==> src/rtl/pipe_pkg.sv <==
// -----------------------------------------------------------------------------
// pipe_pkg
//   Definitions shared by the pipeline stage register and its helpers.
//   - NOP_INST : canonical bubble instruction (addi x0,x0,0).
//   - pipe_state_e : occupancy state of a two-entry skid stage.
// -----------------------------------------------------------------------------
package pipe_pkg;

    localparam logic [31:0] NOP_INST = 32'h0000_0013;

    // EMPTY: no valid entry
    // BUSY : main entry valid, skid entry free
    // FULL : main and skid entries both valid
    typedef enum logic [1:0] {
        EMPTY = 2'd0,
        BUSY  = 2'd1,
        FULL  = 2'd2
    } pipe_state_e;

endpackage

==> src/rtl/pipe_sat_cnt.sv <==
// -----------------------------------------------------------------------------
// pipe_sat_cnt
//   Saturating event counter. Counts one per cycle with inc high, sticks at
//   all-ones, and is cleared only by rst.
//
//   Ports:
//     clk  in   rising-edge clock
//     rst  in   synchronous active-high clear
//     inc  in   count this cycle
//     cnt  out  W-bit count
// -----------------------------------------------------------------------------
module pipe_sat_cnt #(
    parameter int W = 32
) (
    input  logic         clk,
    input  logic         rst,
    input  logic         inc,
    output logic [W-1:0] cnt
);

    always_ff @(posedge clk) begin
        if (rst) begin
            cnt <= '0;
        end else if (inc && (cnt != {W{1'b1}})) begin
            cnt <= cnt + W'(1);
        end
    end

endmodule

==> src/rtl/pipe_skid_reg.sv <==
// -----------------------------------------------------------------------------
// pipe_skid_reg
//   Pipeline stage register with valid/ready handshake and a two-entry skid
//   buffer. in_ready is a pure function of registered state, so there is no
//   combinational path from out_ready back to in_ready. When the stage is
//   empty or flushed the outputs carry a bubble (BUBBLE_INST, pc 0).
//
//   Optional feature macro: PIPE_PERF_CNT_EN
//     When defined, adds saturating stall_cnt / flush_cnt outputs.
//
//   Ports:
//     clk        in   rising-edge clock
//     rst        in   synchronous active-high reset (beats flush and handshakes)
//     flush      in   drop all stage contents; input this cycle is discarded
//     in_valid   in   upstream entry valid
//     in_ready   out  stage can accept (registered, low only when FULL)
//     in_inst    in   upstream instruction
//     in_pc      in   upstream pc
//     out_valid  out  main entry valid
//     out_ready  in   downstream accepts
//     out_inst   out  main entry instruction
//     out_pc     out  main entry pc
//     stall_cnt  out  cycles with out_valid && !out_ready  (macro only)
//     flush_cnt  out  cycles with flush asserted           (macro only)
// -----------------------------------------------------------------------------
module pipe_skid_reg
    import pipe_pkg::*;
#(
    parameter int                XLEN        = 64,
    parameter int                INST_W      = 32,
    parameter logic [INST_W-1:0] BUBBLE_INST = INST_W'(NOP_INST),
    parameter int                CNT_W       = 32
) (
    input  logic              clk,
    input  logic              rst,
    input  logic              flush,

    input  logic              in_valid,
    output logic              in_ready,
    input  logic [INST_W-1:0] in_inst,
    input  logic [XLEN-1:0]   in_pc,

    output logic              out_valid,
    input  logic              out_ready,
    output logic [INST_W-1:0] out_inst,
    output logic [XLEN-1:0]   out_pc
`ifdef PIPE_PERF_CNT_EN
    ,
    output logic [CNT_W-1:0]  stall_cnt,
    output logic [CNT_W-1:0]  flush_cnt
`endif
);

    pipe_state_e state_q, state_d;

    // Entry valid bits are implied by the state: main valid in BUSY/FULL,
    // skid valid in FULL only.
    logic [INST_W-1:0] main_inst_q, main_inst_d;
    logic [XLEN-1:0]   main_pc_q,   main_pc_d;
    logic [INST_W-1:0] skid_inst_q, skid_inst_d;
    logic [XLEN-1:0]   skid_pc_q,   skid_pc_d;

    logic in_fire;
    logic out_fire;

    assign in_fire  = in_valid  && in_ready;
    assign out_fire = out_valid && out_ready;

    // ---------------------------------------------------------------- state reg
    always_ff @(posedge clk) begin
        if (rst) begin
            state_q <= EMPTY;
        end else begin
            state_q <= state_d;
        end
    end

    // ---------------------------------------------------------- next-state comb
    always_comb begin
        state_d = state_q;
        if (flush) begin
            state_d = EMPTY;
        end else begin
            unique case (state_q)
                EMPTY: begin
                    if (in_fire) state_d = BUSY;
                end
                BUSY: begin
                    if (in_fire && !out_fire)      state_d = FULL;
                    else if (!in_fire && out_fire) state_d = EMPTY;
                end
                FULL: begin
                    if (out_fire) state_d = BUSY;
                end
                default: state_d = EMPTY;
            endcase
        end
    end

    // -------------------------------------------------------------- output comb
    // Both flags come straight from the state register.
    always_comb begin
        in_ready  = (state_q != FULL);
        out_valid = (state_q != EMPTY);
    end

    // ------------------------------------------------------------ datapath comb
    always_comb begin
        main_inst_d = main_inst_q;
        main_pc_d   = main_pc_q;
        skid_inst_d = skid_inst_q;
        skid_pc_d   = skid_pc_q;
        if (flush) begin
            main_inst_d = BUBBLE_INST;
            main_pc_d   = '0;
            skid_inst_d = BUBBLE_INST;
            skid_pc_d   = '0;
        end else begin
            unique case (state_q)
                EMPTY: begin
                    if (in_fire) begin
                        main_inst_d = in_inst;
                        main_pc_d   = in_pc;
                    end
                end
                BUSY: begin
                    if (in_fire && out_fire) begin
                        main_inst_d = in_inst;
                        main_pc_d   = in_pc;
                    end else if (in_fire) begin
                        // downstream stalled: park the new entry behind main
                        skid_inst_d = in_inst;
                        skid_pc_d   = in_pc;
                    end else if (out_fire) begin
                        main_inst_d = BUBBLE_INST;
                        main_pc_d   = '0;
                    end
                end
                FULL: begin
                    // in_ready is low here, so only the drain path applies
                    if (out_fire) begin
                        main_inst_d = skid_inst_q;
                        main_pc_d   = skid_pc_q;
                        skid_inst_d = BUBBLE_INST;
                        skid_pc_d   = '0;
                    end
                end
                default: begin
                    main_inst_d = BUBBLE_INST;
                    main_pc_d   = '0;
                    skid_inst_d = BUBBLE_INST;
                    skid_pc_d   = '0;
                end
            endcase
        end
    end

    // ------------------------------------------------------------- datapath reg
    always_ff @(posedge clk) begin
        if (rst) begin
            main_inst_q <= BUBBLE_INST;
            main_pc_q   <= '0;
            skid_inst_q <= BUBBLE_INST;
            skid_pc_q   <= '0;
        end else begin
            main_inst_q <= main_inst_d;
            main_pc_q   <= main_pc_d;
            skid_inst_q <= skid_inst_d;
            skid_pc_q   <= skid_pc_d;
        end
    end

    assign out_inst = main_inst_q;
    assign out_pc   = main_pc_q;

`ifdef PIPE_PERF_CNT_EN
    // ---------------------------------------------------------- perf counters
    logic stall_inc;
    assign stall_inc = out_valid && !out_ready;

    pipe_sat_cnt #(.W(CNT_W)) u_stall_cnt (
        .clk (clk),
        .rst (rst),
        .inc (stall_inc),
        .cnt (stall_cnt)
    );

    pipe_sat_cnt #(.W(CNT_W)) u_flush_cnt (
        .clk (clk),
        .rst (rst),
        .inc (flush),
        .cnt (flush_cnt)
    );
`else
    // Counter logic and ports are not built; CNT_W is kept so the parameter
    // list is the same in both configurations.
`endif

endmodule

==> config.mk <==
export PLATFORM = sky130hd
export DESIGN_NAME = pipe_skid_reg
export DESIGN_NICKNAME = d
export VERILOG_FILES = /design/src/rtl/pipe_pkg.sv /design/src/rtl/pipe_sat_cnt.sv /design/src/rtl/pipe_skid_reg.sv
export SDC_FILE = /design/constraint.sdc
export NUM_CORES = 1
export LEC_CHECK = 0
export CAP_MARGIN = 20
export CORE_ASPECT_RATIO = 0.7
export CORE_UTILIZATION = 30
export CTS_CLUSTER_SIZE = 16
export DETAILED_ROUTE_END_ITERATION = 16
export PLACE_DENSITY = 0.62
export SKIP_LAST_GASP = 1
export SYNTH_ARGS = -nofsm -noshare
export SYNTH_HDL_FRONTEND = slang
export SYNTH_HIERARCHICAL = 1
export SYNTH_SLANG_ARGS = --single-unit
==> constraint.sdc <==
create_clock -name clk -period 3 [get_ports clk]
set_input_delay 0.6 -clock clk [delete_from_list [all_inputs] [get_ports clk]]
set_output_delay 0.6 -clock clk [all_outputs]
set_load 0.01 [all_outputs]
==> qor.csv <==
metric,value,unit
Boundary Pins,199,
sequential group share of total power,47.1,%
crit path capture type,flop,
total placed cells including tap cells,1534,
"Seq/Total Area, Yosys",42.53,%
"area leader, netlist",dfxtp_1,
Final WS setup,477.2,ps
DRT Pass-1 Iters,5,
VDD IR-drop max,0.3861,mV
total gr overflow,0,
routed vias,8496,
share of total power in combinational logic,13.5,%
f_max,396.4,MHz
pwr dens,473.6,mW/mm²
Ys Warns,6,
count of cell types in the netlist,35,
Worst Setup Path Type,flop to flop,
post-CTS sizing,0,
post-route setup TNS,0,ps
Clock Sink Count,194,
H-tree depth,4,
Final nets,1244,
"FFs w/ async S/R, synth",0,%
Int Pwr,4.203,mW
Routed wire per std cell,18.92,µm
Total Routed Length,29640,µm
Port Buffers,198,
Place WS,256.6,ps
fin crit share,84.09,%
Critical Path RT,3350,ps
"Hold Vio Cnt, Final",0,
clock share of power,39.4,%
vias in the first global route,8470,
class of the worst hold path,flop to flop,
global-route wire length before repair,46740,µm
Post-Layout Cell Count,1567,
Die Width,210.5,µm
Detail Route Antenna Nets,0,
status,"finished, final reports clean",
Slew @ Worst Pin,659.4,ps
Final Skew,13.75,ps
CP arrival,2870,ps
CTS buffer count,17,
Layout Area Growth over Synthesis,31.99,%
hold buffers post-CTS,0,
CTS root buffer,clkbuf_16,
Mapped Avg Cell Area,8.927,µm²
synthesized cell area,0.009133,mm²
hpwl dp,17850,µm
initial core utilization,30.47,%
Vias/cell,5.422,
switch share,26.38,%
register bit total from synthesis,194,
"EDFF count, synth",0,
"count leader, synth",dfxtp_1,
total power,5.708,mW
Core ar.,0.02997,mm²
worst-skew pair later-pin latency,430,ps
initial antenna violation count,1,
worst-path fanout max,61,
CTS clock-pin slew for the worst setup and hold paths,70,ps
Max Buffers Root-to-Sink,2,
fin. max-slew vios,0,
minimum clock period,2523,ps
largest net degree at the start of global routing,107,
layout cells sized above 1,6.326,%
Slew headroom,56.04,%
prevailing post-synth register cell,dfxtp_1,
total track usage,18.79,%
die height,148.0,µm
gpl congestion,0.7504,
Iteration-0 DRC Markers,643,
cell count after synthesis,1023,
Setup Viol. Count Final,0,
die area,0.03115,mm²
Post-synth top cells,"194 x dfxtp_1, 187 x nand2_1, 96 x clkbuf_1",
share of the synthesized area in the top cell type,42.53,%
RSZ-0062 raised after global routing,false,
postcts setup bufs,0,
fillcell total,3025,
Rows,53,
Leak Pwr,4.233,nW
TritonCTS clock tree,built,
P_sw,1.506,mW
Max-cap violations,0,
Area contributors post-synth,"dfxtp_1 43%, mux2i_1 10%, and3b_1 8.9%, o41ai_1 8.9%, nand2_1 7.7%",
Post-Syn Nets,1126,
DRC viols,0,
CP Launch Type,flop,
[cell type report]
cell class / count / area, µm² / share of cell area, %
antenna: 1 / 2.502 / 0.02076
clock buffer: 21 / 450.4 / 3.737
clock inverter: 11 / 106.4 / 0.8823
inverter: 6 / 23.77 / 0.1972
multi-input combinational: 695 / 4690 / 38.90
sequential: 194 / 3891 / 32.28
tap: 412 / 515.5 / 4.277
timing repair buffer: 227 / 2375 / 19.70
[registers in the layout, summed over array words and instances (netlist names)]
register,flops
out_pc,64
skid_pc_q,64
out_inst,32
state_q,2
skid_inst_q,32
[worst paths after layout]
| kind | from | end | slack (ps) | cells past startpoint |
|---|---|---|---|---|
| worst max-delay path | state_q[1] | out_inst[0] | 480 | 5 |
| worst min-delay path | skid_inst_q[15] | skid_inst_q[15] | 450 | 2 |
| worst max register to register | state_q[1] | out_inst[0] | 480 | 5 |
| worst min register to register | skid_inst_q[15] | skid_inst_q[15] | 450 | 2 |
[critical path, stage by stage, from the launching register on]
cell	delay [ps]
dfxtp_4	490
buf_4	580
o21a_4	560
buf_4	460
nor3_1	140
o21ai_0	200
[cell usage in the layout, fill, tap and decap left out, drive strengths merged, types with 2 or more instances in the layout]
master / n
clkdlybuf4s50: 198
or2: 2
ha: 2
nand2b: 4
o41ai: 93
dfxtp: 194
o21ai: 4
a21oi: 94
inv: 7
mux2i: 93
a2111oi: 3
nor2: 4
clkbuf: 21
o32ai: 3
nand2: 187
clkinvlp: 3
a41oi: 3
nor2b: 2
buf: 29
a31oi: 95
and3b: 93
clkinv: 6
[cell families (layout without fill, tap and decap cells)]
family          Yosys count  after routing  share of synthesized area (%)
simple gates            300            300                          18.18
mux                      94             94                          10.32
compound gates          299            299                          22.00
other cells               0              1                              0
buf+inv                 134            265                          6.700
fa+ha+maj                 2              2                         0.2740
flops                   194            194                          42.53
[metrics by stage]
stage	hold slack [ps]	area [µm²]	utilization (%)
after floorplan	430.5	9133	-
after global placement	437.1	11490	38.35
after detailed placement	444.3	11490	38.35
after CTS	457.2	12050	40.21
after global routing	467.1	12050	40.22
final	453.9	12050	40.22
[per-layer routing]
| metal | vias to the layer above | global-route usage, % | share of wire, % |
|---|---|---|---|
| met3 | 10 | 3.888 | 5.5 |
| met2 | 251 | 29.24 | 44 |
| li1 | 4028 | - | - |
| met4 | 0 | 3.986 | 0.71 |
| met5 | - | 0 | 0 |
| met1 | 4207 | 26.66 | 49 |
[power groups by stage]
stage	Clock [mW]	Combinational (mW)	Sequential [mW]
after floorplan	0	0.332	2.76
after CTS	2.31	0.773	2.69
after global routing	2.41	0.823	2.70
final	2.25	0.773	2.69
after global placement	0	0.767	2.75
after detailed placement	0	0.769	2.75
Note: power is estimated with default switching activity, not from simulation.
